--- config.mk ---
export PLATFORM = sky130hd
export DESIGN_NAME = regfile_wb
export DESIGN_NICKNAME = d
export VERILOG_FILES = /design/src/rtl/regfile_wb.sv
export SDC_FILE = /design/constraint.sdc
export NUM_CORES = 2
export LEC_CHECK = 0
export BUFFER_PORTS_ARGS = -buffer_cell sky130_fd_sc_hd__buf_2
export CAP_MARGIN = 25
export CORE_MARGIN = 4
export CORE_UTILIZATION = 59
export CTS_BUF_LIST = sky130_fd_sc_hd__clkbuf_8
export DETAILED_ROUTE_END_ITERATION = 16
export HOLD_SLACK_MARGIN = 0.05
export MAX_ROUTING_LAYER = met4
export PLACE_DENSITY = 0.78
export SYNTH_ARGS = -nofsm -noshare
export SYNTH_HDL_FRONTEND = slang
export SYNTH_SLANG_ARGS = --single-unit
--- constraint.sdc ---
create_clock -name clk -period 2.2 [get_ports clk]
set_input_delay 0.33 -clock clk [delete_from_list [all_inputs] [get_ports clk]]
set_output_delay 0.33 -clock clk [all_outputs]
set_load 0.02 [all_outputs]
--- src/rtl/regfile_wb.sv ---
// Architectural register file with WB write port, two decode read ports that
// see a same-cycle WB bypass, and a shift-register tracker of in-flight late
// results (loads) that raises stallD on a load-use hazard.
module regfile_wb #(
  parameter int unsigned XLEN        = 32,
  parameter int unsigned AW          = 5,
  parameter int unsigned LATE_STAGES = 1
) (
  input  logic            clk,
  input  logic            rst,
  // Writeback bus
  input  logic            regwriteW,
  input  logic [AW-1:0]   rdW,
  input  logic [XLEN-1:0] resultW,
  // Decode read ports
  input  logic [AW-1:0]   a1D,
  input  logic [AW-1:0]   a2D,
  output logic [XLEN-1:0] rd1D,
  output logic [XLEN-1:0] rd2D,
  // Issue / hazard interface
  input  logic            issueD,
  input  logic [AW-1:0]   issue_rdD,
  input  logic            issue_lateD,
  input  logic            flushE,
  output logic            stallD
);

  localparam int unsigned NREG = 2 ** AW;

  logic [XLEN-1:0] regs_q [NREG];

  // Tracker slots: slot 0 is the instruction that entered E last cycle.
  logic [LATE_STAGES-1:0] slotV_q, slotV_d;
  logic [AW-1:0]          slotRd_q [LATE_STAGES];
  logic [AW-1:0]          slotRd_d [LATE_STAGES];

  logic wbWrite;
  logic enterLate;

  assign wbWrite   = regwriteW && (rdW != '0);
  // A stalled or flushed decode never reaches E, and x0 results need no tracking.
  assign enterLate = issueD && issue_lateD && !stallD && !flushE && (issue_rdD != '0);

  // Register array: async clear, WB write with x0 writes dropped.
  always_ff @(posedge clk or negedge rst) begin
    if (!rst) begin
      for (int i = 0; i < int'(NREG); i++) begin
        regs_q[i] <= '0;
      end
    end else if (wbWrite) begin
      regs_q[rdW] <= resultW;
    end
  end

  // Read port 1: x0 is zero, then WB bypass, then array.
  always_comb begin
    rd1D = regs_q[a1D];
    if (a1D == '0) begin
      rd1D = '0;
    end else if (regwriteW && (rdW == a1D)) begin
      rd1D = resultW;
    end
  end

  // Read port 2: same priority as port 1.
  always_comb begin
    rd2D = regs_q[a2D];
    if (a2D == '0) begin
      rd2D = '0;
    end else if (regwriteW && (rdW == a2D)) begin
      rd2D = resultW;
    end
  end

  // Tracker next state: new entry at slot 0, everything else shifts down.
  always_comb begin
    slotV_d     = '0;
    slotV_d[0]  = enterLate;
    slotRd_d[0] = issue_rdD;
    for (int k = 1; k < int'(LATE_STAGES); k++) begin
      slotV_d[k]  = slotV_q[k-1];
      slotRd_d[k] = slotRd_q[k-1];
    end
  end

  // Tracker state: cleared asynchronously so stallD drops with reset.
  always_ff @(posedge clk or negedge rst) begin
    if (!rst) begin
      slotV_q <= '0;
      for (int k = 0; k < int'(LATE_STAGES); k++) begin
        slotRd_q[k] <= '0;
      end
    end else begin
      slotV_q <= slotV_d;
      for (int k = 0; k < int'(LATE_STAGES); k++) begin
        slotRd_q[k] <= slotRd_d[k];
      end
    end
  end

  // Load-use hazard: any valid in-flight late result matching a nonzero source.
  always_comb begin
    stallD = 1'b0;
    for (int k = 0; k < int'(LATE_STAGES); k++) begin
      if (slotV_q[k] &&
          (((a1D != '0) && (slotRd_q[k] == a1D)) ||
           ((a2D != '0) && (slotRd_q[k] == a2D)))) begin
        stallD = 1'b1;
      end
    end
  end

endmodule
==> metrics.txt <==
sequential fraction of the synthesis area=45.96%; first-pass detailed-route iteration total=5; Setup WS pre-CTS=-0.9302 ns; ys flop type=dfrtp_1; Worst VDD drop=702.3 uV; Setup crit start kind=register; Core Footprint=roughly 94000 sq um; GRT Util Overall=40.42%; WL final=196.3 mm; power density over the cells=831.5 nW/um^2; grt ovf=0; Ys Warns=0; count of final setup violators=65; share of layout cells above drive strength 1=59.57%; CP endpoint kind=output port; htree depth=4; Worst path top cell family by delay=compound AO/OA/AOI/OAI gates; # fillers=between 5000 and 6000; global-route wire length before repair=286.4 mm; Final Critical Period=3.077 ns; RSZ-0062 raised after global routing=yes; Mean Syn Cell Area=14.24 sq um; max_cap viols=0; Area contributors post-synth=dfrtp_1, mux2_2, mux4_2; Crit Path Max Fanout=2; Final Wtd Congestion=0.9489; setup ws final=-0.8773 ns; wire per inst=around 34 um; worst min-delay path class=in -> reg; Async S/R FF share, synth=100.0%; critical-path cell list=mux4_2, nor2b_4, a31oi_2, o21ai_1, a211oi_2, nor2_2, buf_6; Non-Filler Instances=5830; overall power=roughly 57 mW; DP HPWL=125.0 mm; f_max=0.3250 GHz; Mapped Cells=between 3000 and 4000; kind of critical path=reg -> out; leakage power=30.39 nW; row count=approximately 110; area leader, netlist=dfrtp_1; worst endpoint data arrival time=2.75 ns; Die Wd=316.3 um; Layout Nets=4498; most frequent cell after synthesis=mux2_2; vias in the first global route=43305; maximum clock path buffer count=3; Bufs and invs on worst path=1; dpl cells=around 5400; CTS sink count=approximately 1000; drt initial violations=5483; Die Y=316.3 um; #FFs+latches synth=roughly 1000; Vias=42297; Synth Cell Area=56080 sq um; antenna violations before repair=8; number of remaining DRC errors=0; Final Cycle Share=139.9%; Hold Vio Cnt, Final=0; Max stage delay cell, worst path=mux4_2; CP Data Required Time=between 1.5 and 2 ns; Skew-Pair Late Insertion Delay=about 0.88 ns; pin count of the biggest net entering global routing=between 90 and 100; via/cell ratio=7.255; EDFF count, synth=0; Buffers on Ports=122; syn_nets=3996; CTS root buffer=clkbuf_8; Synth top cells by count=mux2_2, dfrtp_1, mux4_2, mux2i_1, clkbuf_1; worst hold margin=0.1178 ns; Initial Util=59.82%; slowest stage delay, CP=roughly 0.47 ns; area delta synth->final=22.22%; actual slew at the worst max-slew pin=between 1 and 1.5 ns; Final Skew=0.001352 ns; cts bufs inserted=172; die area=100000 sq um; number of I/O pins=123; final slew viol count=0; failing checks=setup timing; relative slew slack=23.22%; clock-pin slew on the worst setup and hold paths=0.06 ns; Detail Route Antenna Nets=0; top cell type's share of synthesized area=45.96%; Unique masters post-synth=68; CTS tree=built; outcome=finished with violations
-- worst reg2reg max path, stage by stage (launching register included) --
cell,delay (ns)
dfrtp_1,0.44
xnor2_2,0.17
nand3_1,0.10
nor4_2,0.05
o21a_1,0.24
buf_4,0.15
buf_4,0.12
a2111oi_2,0.27
-- timing repair --
item	in CTS	in global routing
pin swaps	150	92
hold buffers	35	0
gates resized for setup	310	115
endpoints found under the hold margin	1367	0
gates cloned	1	0
setup endpoints to repair	65	65
setup buffers	63	14
-- cell type report --
type	instances	area [sq um]	share of cell area, %
Clock buffer	213	2932	4.277
Timing Repair Buffer	770	8090	11.80
Multi-Input combinational cell	2464	29580	43.16
Sequential cell	1030	25770	37.60
Clock inverter	87	563.0	0.8215
Tap cell	1254	1569	2.289
Antenna cell	10	25.02	0.03651
Inverter	2	7.507	0.01095
-- per-layer routing --
layer  GRT usage [%]  share of wire, %  up-vias
met2           56.94                44     3253
met4           24.22               7.5        0
met5               -                 0        -
li1                -                 -    16210
met1           51.61                36    21824
met3           12.81                13     1010
-- per-stage QoR --
stage,instance area (sq um),utilization (%),setup TNS (ns)
after floorplan,56340,-,-0.2578
after global routing,68540,73.11,-48.76
final,68540,73.11,-44.02
after detailed placement,62350,66.50,-65.51
after global placement,62350,66.50,-60.39
after CTS,67870,72.40,-46.49
-- cells in the final DEF, fill, tap and decap left out, drive strengths merged, types with 62 or more instances in the layout --
cell,n
a21oi,62
o21ai,67
nand2,87
clkbuf,216
a22oi,71
dfrtp,1030
mux2i,245
inv,63
buf,731
o22ai,82
mux2,1041
mux4,394
-- cell families (layout without fill, tap and decap cells) --
kind of cell,after synthesis,after routing,synth area share (%)
other,0,10,0
muxes,1680,1680,41.20
and+or+nand+nor,326,326,2.972
buffers and inverters,444,1072,4.214
AOI/OAI and AO/OA,438,438,5.343
xor gates and xnor gates,20,20,0.3124
DFF,1030,1030,45.96
-- path summary, 6_finish.rpt --
kind / from / end / slack (ns) / cells after the start
setup / recovery: regs_q[346] / rd2D[26] / -0.88 / 7
hold / removal: issue_rdD[0] / slotRd_q[0] / 0.12 / 2
max in group asynchronous: rst / regs_q[909] / 1.00 / 4
hold reg to reg: regs_q[1017] / regs_q[1017] / 0.39 / 0
setup reg to reg: slotRd_q[3] / slotV_q / 0.56 / 7
min in group asynchronous: rst / regs_q[235] / 0.34 / 3
-- registers in the layout, summed over array words and instances, names as in the netlist --
register / flops
slotRd_q: 5
regs_q: 1024
slotV_q: 1
-- power by group --
| part | internal (mW) | leakage, nW | switching, mW |
|---|---|---|---|
| clock | 9.23 | 2.00 | 8.30 |
| sequential | 22.5 | 13.2 | 2.81 |
| combinational | 8.10 | 15.2 | 6.00 |
Note: power is estimated with default switching activity, not from simulation.
